`src/rtl/serial_adder_ctrl.sv`:
```
// Bit-serial add/subtract sequencer: one full-adder cell, LSB-first, carry held in a flop.
// Accepts an operand pair over valid/ready and returns sum, carry-out and signed overflow.
module serial_adder_ctrl #(
  parameter int unsigned WIDTH = 8
) (
  input  logic             clk,
  input  logic             rst,
  input  logic             in_valid,
  output logic             in_ready,
  input  logic [WIDTH-1:0] in_a,
  input  logic [WIDTH-1:0] in_b,
  input  logic             in_cin,
  input  logic             in_sub,
  output logic             out_valid,
  input  logic             out_ready,
  output logic [WIDTH-1:0] out_sum,
  output logic             out_cout,
  output logic             out_ovf
);

  localparam int unsigned CntW = (WIDTH > 1) ? $clog2(WIDTH) : 1;

  localparam logic [1:0] StIdle = 2'd0;
  localparam logic [1:0] StRun  = 2'd1;
  localparam logic [1:0] StDone = 2'd2;

  logic [1:0]       state_q, state_d;
  logic [WIDTH-1:0] a_q, a_d;
  logic [WIDTH-1:0] b_q, b_d;
  logic [WIDTH-1:0] sum_q, sum_d;
  logic [CntW-1:0]  cnt_q, cnt_d;
  logic             carry_q, carry_d;
  logic             cout_q, cout_d;
  logic             ovf_q, ovf_d;

  logic op_sum;
  logic op_carry;
  logic last_bit;

  // The single full-adder cell shared by every bit position.
  assign op_sum   = a_q[0] ^ b_q[0] ^ carry_q;
  assign op_carry = (a_q[0] & b_q[0]) | (carry_q & (a_q[0] ^ b_q[0]));

  assign last_bit = (cnt_q == CntW'(WIDTH - 1));

  assign in_ready  = (state_q == StIdle);
  assign out_valid = (state_q == StDone);
  assign out_sum   = sum_q;
  assign out_cout  = cout_q;
  assign out_ovf   = ovf_q;

  always_comb begin
    state_d = state_q;
    a_d     = a_q;
    b_d     = b_q;
    sum_d   = sum_q;
    cnt_d   = cnt_q;
    carry_d = carry_q;
    cout_d  = cout_q;
    ovf_d   = ovf_q;

    case (state_q)
      StIdle: begin
        if (in_valid) begin
          // Subtraction is A + ~B + 1, so invert B and force the initial carry.
          a_d     = in_a;
          b_d     = in_sub ? ~in_b : in_b;
          carry_d = in_sub ? 1'b1 : in_cin;
          cnt_d   = '0;
          state_d = StRun;
        end
      end
      StRun: begin
        a_d     = a_q >> 1;
        b_d     = b_q >> 1;
        sum_d   = {op_sum, sum_q[WIDTH-1:1]};
        carry_d = op_carry;
        cnt_d   = cnt_q + CntW'(1);
        if (last_bit) begin
          // carry_q here is the carry into the MSB.
          ovf_d   = carry_q ^ op_carry;
          cout_d  = op_carry;
          state_d = StDone;
        end
      end
      StDone: begin
        if (out_ready) begin
          state_d = StIdle;
        end
      end
      default: state_d = StIdle;
    endcase
  end

  always_ff @(posedge clk) begin
    if (rst) begin
      state_q <= StIdle;
      a_q     <= '0;
      b_q     <= '0;
      sum_q   <= '0;
      cnt_q   <= '0;
      carry_q <= 1'b0;
      cout_q  <= 1'b0;
      ovf_q   <= 1'b0;
    end else begin
      state_q <= state_d;
      a_q     <= a_d;
      b_q     <= b_d;
      sum_q   <= sum_d;
      cnt_q   <= cnt_d;
      carry_q <= carry_d;
      cout_q  <= cout_d;
      ovf_q   <= ovf_d;
    end
  end

endmodule
```
`config.mk`:
```
export PLATFORM = sky130hd
export DESIGN_NAME = serial_adder_ctrl
export DESIGN_NICKNAME = d
export VERILOG_FILES = /design/src/rtl/serial_adder_ctrl.sv
export SDC_FILE = /design/constraint.sdc
export NUM_CORES = 1
export LEC_CHECK = 0
export CAP_MARGIN = 20
export CORE_MARGIN = 5
export CORE_UTILIZATION = 53
export DETAILED_ROUTE_END_ITERATION = 12
export DONT_BUFFER_PORTS = 1
export PLACE_DENSITY = 0.64
export SYNTH_ARGS = -nofsm -noshare
export SYNTH_HDL_FRONTEND = slang
export SYNTH_SLANG_ARGS = --single-unit
```
`constraint.sdc`:
```
create_clock -name clk -period 2.7 [get_ports clk]
set_clock_uncertainty 0.05 [all_clocks]
set_input_delay 0.27 -clock clk [delete_from_list [all_inputs] [get_ports clk]]
set_output_delay 0.27 -clock clk [all_outputs]
set_load 0.005 [all_outputs]
```
==> impl_metrics.env, run 1 <==
export IMPL_placedCellCount=191
export IMPL_status="complete, no violations"
export IMPL_ios=34
export IMPL_slew_headroom_pct=53.7
export IMPL_synthCells=172
export IMPL_first_pass_iters=4
export IMPL_holdPathStages=2
export IMPL_synthArstFlopShare_pct=0
export IMPL_num_rows=19
export IMPL_reg2reg_to="cnt_q[0]$_SDFFE_PP0P_"
export IMPL_postLayoutCoreUtil_pct=59.1
export IMPL_htree_num_levels=2
export IMPL_tns_ps=0
export IMPL_leakagePower_nw=0.609
export IMPL_nets=194
export IMPL_cap_violations=0
export IMPL_ir_drop_mv=0.559
export IMPL_syn_area_per_cell_um2=8.91
export IMPL_grt_pass1_wl_um=5340
export IMPL_ant_nets=0
export IMPL_synthFlopType="dfxtp_1"
export IMPL_routedWlPerCell_um=15.0
export IMPL_rr_worst_depth=4
export IMPL_ys_types=33
export IMPL_synth_area_um2=1530
export IMPL_overflow=0
export IMPL_fmax_mhz=522
export IMPL_clock_path_buffers=2
export IMPL_tightest_slew_ps=694
export IMPL_hpwl_um=2070
export IMPL_die_y_um=63.8
export IMPL_reg2reg_from="state_q[0]$_SDFFE_PP0P_"
export IMPL_cts_tree="yes"
export IMPL_crit_arrival_ps=2120
export IMPL_post_route_cells_drive_above_1_share_pct=15.3
export IMPL_die_w_um=63.8
export IMPL_num_vias=1165
export IMPL_yosysSeqAreaShare_pct=41.8
export IMPL_grt_max_degree=27
export IMPL_crit_path_max_fanout=21
export IMPL_viasPerCell=5.80
export IMPL_grt_use_total_pct=16.4
export IMPL_start_kind="register"
export IMPL_die_area_um2=4070
export IMPL_drt_iter0_drc=97
export IMPL_finalHoldViolCount=0
export IMPL_place_congestion=0.762
export IMPL_cts_sinks=32
export IMPL_yosys_area_top_type_share_pct=41.8
export IMPL_area_delta_synth_final_pct=6.29
export IMPL_endpoint_kind="register"
export IMPL_synth_top_cell_by_area="dfxtp_1"
export IMPL_grt_pass1_vias=1191
export IMPL_routed_wirelength_um=3010
export IMPL_setup_viol=0
export IMPL_io_buffers=0
export IMPL_synth_edf_count=0
export IMPL_r2r_slack_ps=780
export IMPL_core_um2=2760
export IMPL_root_buffer="clkbuf_4"
export IMPL_path_clk_slew_ps=100
export IMPL_ys_warn_count=0
export IMPL_instances_no_fill=201
export IMPL_cts_inserted_buffers=5
export IMPL_mostFrequentLayoutCell="dfxtp_1"
export IMPL_required_ps=2900
export IMPL_antenna_found_initial=0
export IMPL_rsz0062_at_grt="false"
export IMPL_start_util_pct=55.6
export IMPL_clk_latency_ps=330
export IMPL_drc=0
export IMPL_fin_crit_sh_pct=70.9
export IMPL_num_antenna_cells=0
export IMPL_layout_common_cells="32 x dfxtp_1, 23 x a21oi_1, 19 x nand2_1"
export IMPL_synth_area_top_cells="dfxtp_1 42%, a21oi_1 7.5%, o22ai_2 5.7%"
export IMPL_maxSlewViolCount=0
export IMPL_fin_crit_ps=1920
export IMPL_startpoint="state_q[0]$_SDFFE_PP0P_"
export IMPL_synth_seq_cells=32
export IMPL_path_class="reg2reg"
export IMPL_synthesis_nets=197
export IMPL_cts_resized=0
export IMPL_crit_path_end="cnt_q[0]$_SDFFE_PP0P_"
export IMPL_power_density_nw_per_um2=606
export IMPL_min_path_type="in2reg"
-- cell type report --
| class | count | area [um^2] |
|---|---|---|
| fill | 258 | 1130 |
| sequential | 32 | 641 |
| timing repair buffer | 4 | 52.6 |
| inverter | 7 | 26.3 |
| multi-input combinational | 119 | 795 |
| clock buffer | 6 | 41.3 |
| clock inverter | 2 | 35.0 |
| tap | 31 | 38.8 |
-- metrics by stage --
step	power [W]	hold slack [ps]	setup slack, ps	area (um^2)
6_report	0.000987	52.7	784	1630
2_1_floorplan	0.000630	380	1430	1530
3_3_place_gp	0.000630	294	831	1520
5_1_grt	0.00105	27.1	615	1630
3_5_place_dp	0.000634	296	746	1520
4_1_cts	0.000997	34.2	750	1600
-- worst min-delay path by stage --
| stage | start | to | slack, ps |
|---|---|---|---|
| after floorplan | in_b[6] | b_q[6]$_SDFFE_PP0P_ | 380 |
| after global placement | rst | a_q[7]$_SDFFE_PP0P_ | 290 |
| after detailed placement | rst | out_sum[1]$_SDFFE_PP0P_ | 300 |
| after CTS | rst | a_q[4]$_SDFFE_PP0P_ | 30 |
| after global routing | rst | a_q[4]$_SDFFE_PP0P_ | 30 |
| final | rst | a_q[4]$_SDFFE_PP0P_ | 50 |
-- synth_stat cells, types with 2 or more instances --
library cell / n
nor2_1: 15
clkbuf_1: 2
a21oi_1: 23
ha_1: 2
xnor2_1: 7
dfxtp_1: 32
nor2b_1: 2
nand3b_1: 2
buf_1: 2
a2bb2oi_1: 2
nand2b_1: 7
nand2_1: 19
a22oi_1: 9
nor3_1: 3
o221a_2: 6
o22ai_2: 7
inv_1: 7
buf_2: 9
xor2_1: 2
-- power breakdown --
group	internal, W	switching [W]
logic	0.0000586	0.0000534
registers	0.000498	0.0000237
clock network	0.000194	0.000159
total	0.000750	0.000237
-- registers in the layout (all words and copies together), names as in the netlist --
name and flops:
carry_q 1, a_q 8, state_q 2, out_sum 8, out_cout 1, out_ovf 1, cnt_q 3, b_q 8
-- kinds of logic (layout without fill, tap and decap cells) --
group / Yosys count / in the layout / synth area share (%)
DFF: 32 / 32 / 41.8
adders and majority gates: 3 / 3 / 2.94
and+or+nand+nor: 52 / 52 / 15.9
muxes: 2 / 2 / 1.39
xor gates and xnor gates: 9 / 9 / 5.14
buffers and inverters: 21 / 19 / 6.37
AOI/OAI and AO/OA: 53 / 53 / 26.4
-- worst max-delay path, stage by stage (launching register included) --
cell and delay [ps]:
dfxtp_1 780, nor2b_1 490, buf_4 270, nor2_1 50
a211oi_1 190
-- routing by layer --
| metal | global-route usage (%) | up-vias | part of all wire (%) |
|---|---|---|---|
| li1 | - | 594 | - |
| met1 | 18.0 | 532 | 42 |
| met2 | 27.0 | 37 | 48 |
| met3 | 8.58 | 2 | 8.9 |
| met4 | 5.45 | 0 | 0.43 |
| met5 | 0 | - | 0 |
-- what timing repair did --
action,CTS,global route
hold endpoints to repair,26,0
hold buffers,1,0
endpoints found under the setup margin,0,0
setup buffers,0,0
No activity file was read; power rests on OpenSTA's default activity.
==> run 2, diff against run 1 <==
- clock period: 2.7 -> 1.9 ns (I/O delays scaled with it)
==> run 2 against run 1 <==
  * Sequential power is 42% higher
  * Fmax is 22% higher
  * Global-route usage is 0.36 points higher
  * Clock-buffer cell count stayed put
  * Register-to-register slack worse by 460 ps
  * Clock power is 44% higher
  * Die area stayed put
  * Worst setup slack worse by 460 ps
  * Worst hold slack worse by 26 ps
==> impl_metrics.env, run 2 (same netlist as run 1, synthesis figures left out) <==
export IMPL_setup_viol=0
export IMPL_cap_violations=0
export IMPL_r2r_slack_ps=320
export IMPL_status="complete, no violations"
export IMPL_fin_crit_ps=1580
export IMPL_die_area_um2=4070
export IMPL_reg2reg_to="a_q[0]$_SDFFE_PP0P_"
export IMPL_cts_tree="yes"
export IMPL_hpwl_um=2180
export IMPL_ios=34
export IMPL_root_buffer="clkbuf_4"
export IMPL_crit_arrival_ps=1760
export IMPL_endpoint_kind="register"
export IMPL_clockPowerShare_pct=35.4
export IMPL_finalInstanceArea_um2=1720
export IMPL_hold_buffers=10
export IMPL_start_util_pct=55.6
export IMPL_routedWlPerCell_um=15.4
export IMPL_p_sw_w=0.000352
export IMPL_grt_max_degree=33
export IMPL_rr_worst_depth=2
export IMPL_antenna_found_initial=0
export IMPL_place_congestion=0.735
export IMPL_area_delta_synth_final_pct=12.2
export IMPL_fmax_mhz=635
export IMPL_io_buffers=0
export IMPL_viasPerCell=5.77
export IMPL_p_seq_share_pct=51.6
export IMPL_die_w_um=63.8
export IMPL_maxSlewViolCount=0
export IMPL_power_density_nw_per_um2=833
export IMPL_path_class="reg2reg"
export IMPL_die_y_um=63.8
export IMPL_reg2reg_from="state_q[0]$_SDFFE_PP0P_"
export IMPL_rsz0062_at_grt="false"
export IMPL_nets=204
export IMPL_grt_use_total_pct=16.7
export IMPL_path_clk_slew_ps=100
export IMPL_leakagePower_nw=0.648
export IMPL_mostFrequentLayoutCell="dfxtp_1"
export IMPL_start_kind="register"
export IMPL_internal_power_w=0.00108
export IMPL_tightest_slew_ps=524
export IMPL_clk_latency_ps=330
export IMPL_first_pass_iters=4
export IMPL_overflow=0
export IMPL_min_path_type="in2reg"
export IMPL_tns_ps=0
export IMPL_layout_common_cells="32 x dfxtp_1, 23 x a21oi_1, 19 x nand2_1"
export IMPL_crit_path_max_fanout=15
export IMPL_p_comb_share_pct=13.0
export IMPL_cts_resized=0
export IMPL_worstPathCellList="nand2b_1 > o221a_2"
export IMPL_num_antenna_cells=0
export IMPL_grt_pass1_wl_um=5320
export IMPL_num_rows=19
export IMPL_core_um2=2760
export IMPL_routed_wirelength_um=3250
export IMPL_cpMaxStageDelayCell="dfxtp_1"
export IMPL_drc=0
export IMPL_required_ps=2090
export IMPL_critical_path_max_stage_delay_ps=620
export IMPL_finalHoldViolCount=0
export IMPL_holdPathStages=3
export IMPL_min_from="in_b[7]"
export IMPL_cts_inserted_buffers=5
export IMPL_hold_path_end="b_q[7]$_SDFFE_PP0P_"
export IMPL_num_vias=1217
export IMPL_post_route_cells_drive_above_1_share_pct=15.0
export IMPL_postCtsSetupBuffers=0
export IMPL_slew_headroom_pct=65.0
export IMPL_clock_path_buffers=2
export IMPL_htree_num_levels=2
export IMPL_postLayoutCoreUtil_pct=62.3
export IMPL_ant_nets=0
export IMPL_drt_iter0_drc=55
export IMPL_fin_crit_sh_pct=82.9
export IMPL_swShare_pct=24.6
export IMPL_cts_sinks=32
export IMPL_place_area_um2=1520
export IMPL_grt_pass1_vias=1137
export IMPL_ir_drop_mv=0.710
==> run 2: cell type report <==
cell class | instances | area (um^2)
Fill cell | 241 | 1040
Multi-Input combinational cell | 119 | 795
Sequential cell | 32 | 641
Timing Repair Buffer | 14 | 143
Clock buffer | 6 | 41.3
Tap cell | 31 | 38.8
Clock inverter | 2 | 35.0
Inverter | 7 | 26.3
==> run 2: metrics by stage <==
stage                     hold WS, ps  instances  setup WS, ps  power (W)
after global routing             18.0        211           169    0.00151
after floorplan                   300        172           633   0.000895
after detailed placement          216        192           325   0.000904
after CTS                        4.89        210           316    0.00145
final                            26.5        211           325    0.00143
after global placement            214        192           412   0.000897
==> run 2: worst max path at each step <==
stage | depth (start not counted) | slack, ps | to | startpoint
2_1_floorplan | 4 | 630 | carry_q$_SDFFE_PP0P_ | a_q[0]$_SDFFE_PP0P_
3_3_place_gp | 2 | 410 | a_q[3]$_SDFFE_PP0P_ | state_q[0]$_SDFFE_PP0P_
3_5_place_dp | 2 | 330 | a_q[0]$_SDFFE_PP0P_ | state_q[0]$_SDFFE_PP0P_
4_1_cts | 2 | 320 | a_q[0]$_SDFFE_PP0P_ | state_q[0]$_SDFFE_PP0P_
5_1_grt | 2 | 170 | a_q[0]$_SDFFE_PP0P_ | state_q[0]$_SDFFE_PP0P_
6_report | 2 | 320 | a_q[0]$_SDFFE_PP0P_ | state_q[0]$_SDFFE_PP0P_
==> run 2: per-layer routing <==
layer	part of all wire, %	GRT usage [%]
met2	50	27.2
met1	40	18.6
met5	0	0
met4	1.6	7.01
met3	8.4	8.23
==> run 2: worst max-delay path: cells and delay by family (launching register included) <==
kind               cells  cell delay [ps]
and+or+nand+nor        1              410
AOI/OAI and AO/OA      1              400
DFF                    1              620
==> run 2: power groups by stage <==
| stage | sequential [W] | clock (W) | combinational (W) |
|---|---|---|---|
| finish | 0.000739 | 0.000507 | 0.000186 |
| global route | 0.000746 | 0.000560 | 0.000208 |
| CTS | 0.000740 | 0.000522 | 0.000185 |
| detailed placement | 0.000755 | 0 | 0.000149 |
| global placement | 0.000753 | 0 | 0.000144 |
| floorplan | 0.000742 | 0 | 0.000153 |
==> run 3, diff against run 2 <==
- clock period: 1.9 -> 1.5 ns (I/O delays scaled with it)
==> run 3 against run 2 <==
  * Core utilization increased by 4.7 points
  * Sequential share of layout area decreased by 2.6 points
  * Non-clock buffer count increased by 13
  * Sequential power increased by 26%
  * Die area unchanged
  * First-iteration DRC count increased by 67%
  * Flip-flop and latch count unchanged
  * Worst setup slack got worse by 290 ps
  * Global-route usage increased by 1.6 points
==> impl_metrics.env, run 3 (same netlist as run 1, synthesis figures left out) <==
export IMPL_ant_nets=0
export IMPL_instances_no_fill=224
export IMPL_hold_slack_ps=27.6
export IMPL_start_kind="primary input"
export IMPL_tightest_slew_ps=403
export IMPL_finalPower_w=0.00188
export IMPL_slew_headroom_pct=73.1
export IMPL_grt_pass1_vias=1303
export IMPL_crit_path_max_fanout=1
export IMPL_ios=34
export IMPL_fmax_mhz=682
export IMPL_htree_num_levels=2
export IMPL_cts_inserted_buffers=5
export IMPL_overflow=0
export IMPL_tns_ps=0
export IMPL_viasPerCell=5.80
export IMPL_min_path_type="in2reg"
export IMPL_die_w_um=63.8
export IMPL_hpwl_um=2240
export IMPL_crit_family="buffers and inverters"
export IMPL_io_buffers=0
export IMPL_grt_use_total_pct=18.3
export IMPL_worstPathCellList="dlygate4sd3_1 > xor2_1 > dlygate4sd3_1 > nand2b_1 > a221oi_2"
export IMPL_num_vias=1300
export IMPL_num_antenna_cells=0
export IMPL_num_rows=19
export IMPL_clk_latency_ps=340
export IMPL_post_route_cells_drive_above_1_share_pct=18.1
export IMPL_setup_slack_ps=32.7
export IMPL_cts_tree="yes"
export IMPL_crit_buf_inv=2
export IMPL_status="complete, no violations"
export IMPL_drc=0
export IMPL_rsz0062_at_grt="true"
export IMPL_multi_input_area_um2=803
export IMPL_layout_common_cells="32 x dfxtp_1, 23 x a21oi_1, 19 x nand2_1"
export IMPL_maxSlewViolCount=0
export IMPL_setup_viol=0
export IMPL_grt_pass1_wl_um=5930
export IMPL_leakagePower_nw=0.707
export IMPL_drt_iter0_drc=92
export IMPL_power_density_nw_per_um2=1020
export IMPL_root_buffer="clkbuf_4"
export IMPL_fin_crit_ps=1470
export IMPL_die_area_um2=4070
export IMPL_critical_path_max_stage_delay_ps=560
export IMPL_placedCellCount=197
export IMPL_cap_violations=0
export IMPL_seq_area_um2=641
export IMPL_core_um2=2760
export IMPL_area_delta_synth_final_pct=20.7
export IMPL_finalHoldViolCount=0
export IMPL_cpMaxStageDelayCell="dlygate4sd3_1"
export IMPL_path_clk_slew_ps=110
export IMPL_die_y_um=63.8
export IMPL_path_class="in2reg"
export IMPL_cts_sinks=32
export IMPL_crit_arrival_ps=1670
export IMPL_start_util_pct=55.6
export IMPL_required_ps=1700
export IMPL_clock_path_buffers=2
export IMPL_pre_cts_slack_ps=115
export IMPL_routed_wirelength_um=3500
export IMPL_place_congestion=0.754
export IMPL_mostFrequentLayoutCell="dfxtp_1"
export IMPL_antenna_found_initial=0
export IMPL_ir_drop_mv=0.833
export IMPL_grt_max_degree=33
export IMPL_fin_crit_sh_pct=97.8
export IMPL_postCtsSetupBuffers=0
export IMPL_fillers=231
export IMPL_first_pass_iters=4
export IMPL_routedWlPerCell_um=15.6
export IMPL_endpoint_kind="register"
export IMPL_nets=217
export IMPL_r2r_slack_ps=40
export IMPL_path_common_cell="dlygate4sd3_1"
## run 3: timing repair
| item | in CTS | in global routing |
|---|---|---|
| hold buffers | 18 | 1 |
| resized for setup | 0 | 2 |
| hold endpoints to repair | 32 | 1 |
| endpoints found under the setup margin | 0 | 2 |
## run 3: worst min-delay path, stage by stage
cell,delay [ps]
nand3b_1,70
a21o_1,110
a21oi_1,60
## run 3: layout make-up
cell class / count / area share (%)
repair buffers: 27 / 14.1
flip-flops and latches: 32 / 34.6
multi-input cells: 119 / 43.4
clock inverters: 3 / 2.30
well taps: 31 / 2.10
clock buffers: 5 / 2.03
inverters: 7 / 1.42
## run 3: worst paths after layout
path,from,end,depth (start not counted)
max,in_b[7],b_q[7]$_SDFFE_PP0P_,5
max reg2reg,state_q[0]$_SDFFE_PP0P_,b_q[6]$_SDFFE_PP0P_,3
min reg2reg,out_ovf$_SDFFE_PP0P_,out_ovf$_SDFFE_PP0P_,2
min,in_a[7],a_q[7]$_SDFFE_PP0P_,3
## run 3: metrics by stage
step | util [%] | area, um^2
after floorplan | - | 1530
after global placement | 56.6 | 1560
after detailed placement | 56.6 | 1560
after CTS | 66.4 | 1830
after global routing | 67.1 | 1850
final | 67.1 | 1850
## run 3: routing by layer
layer,GRT usage [%],share of wire [%],up-vias
met1,20.5,42,621
met3,8.23,7.0,6
li1,-,-,641
met2,30.8,50,32
met5,0,0,-
met4,6.23,1.5,0
## run 3: where the power goes
part	switching (W)	internal, W
registers	0.0000373	0.000896
clock network	0.000314	0.000347
logic	0.000127	0.000155
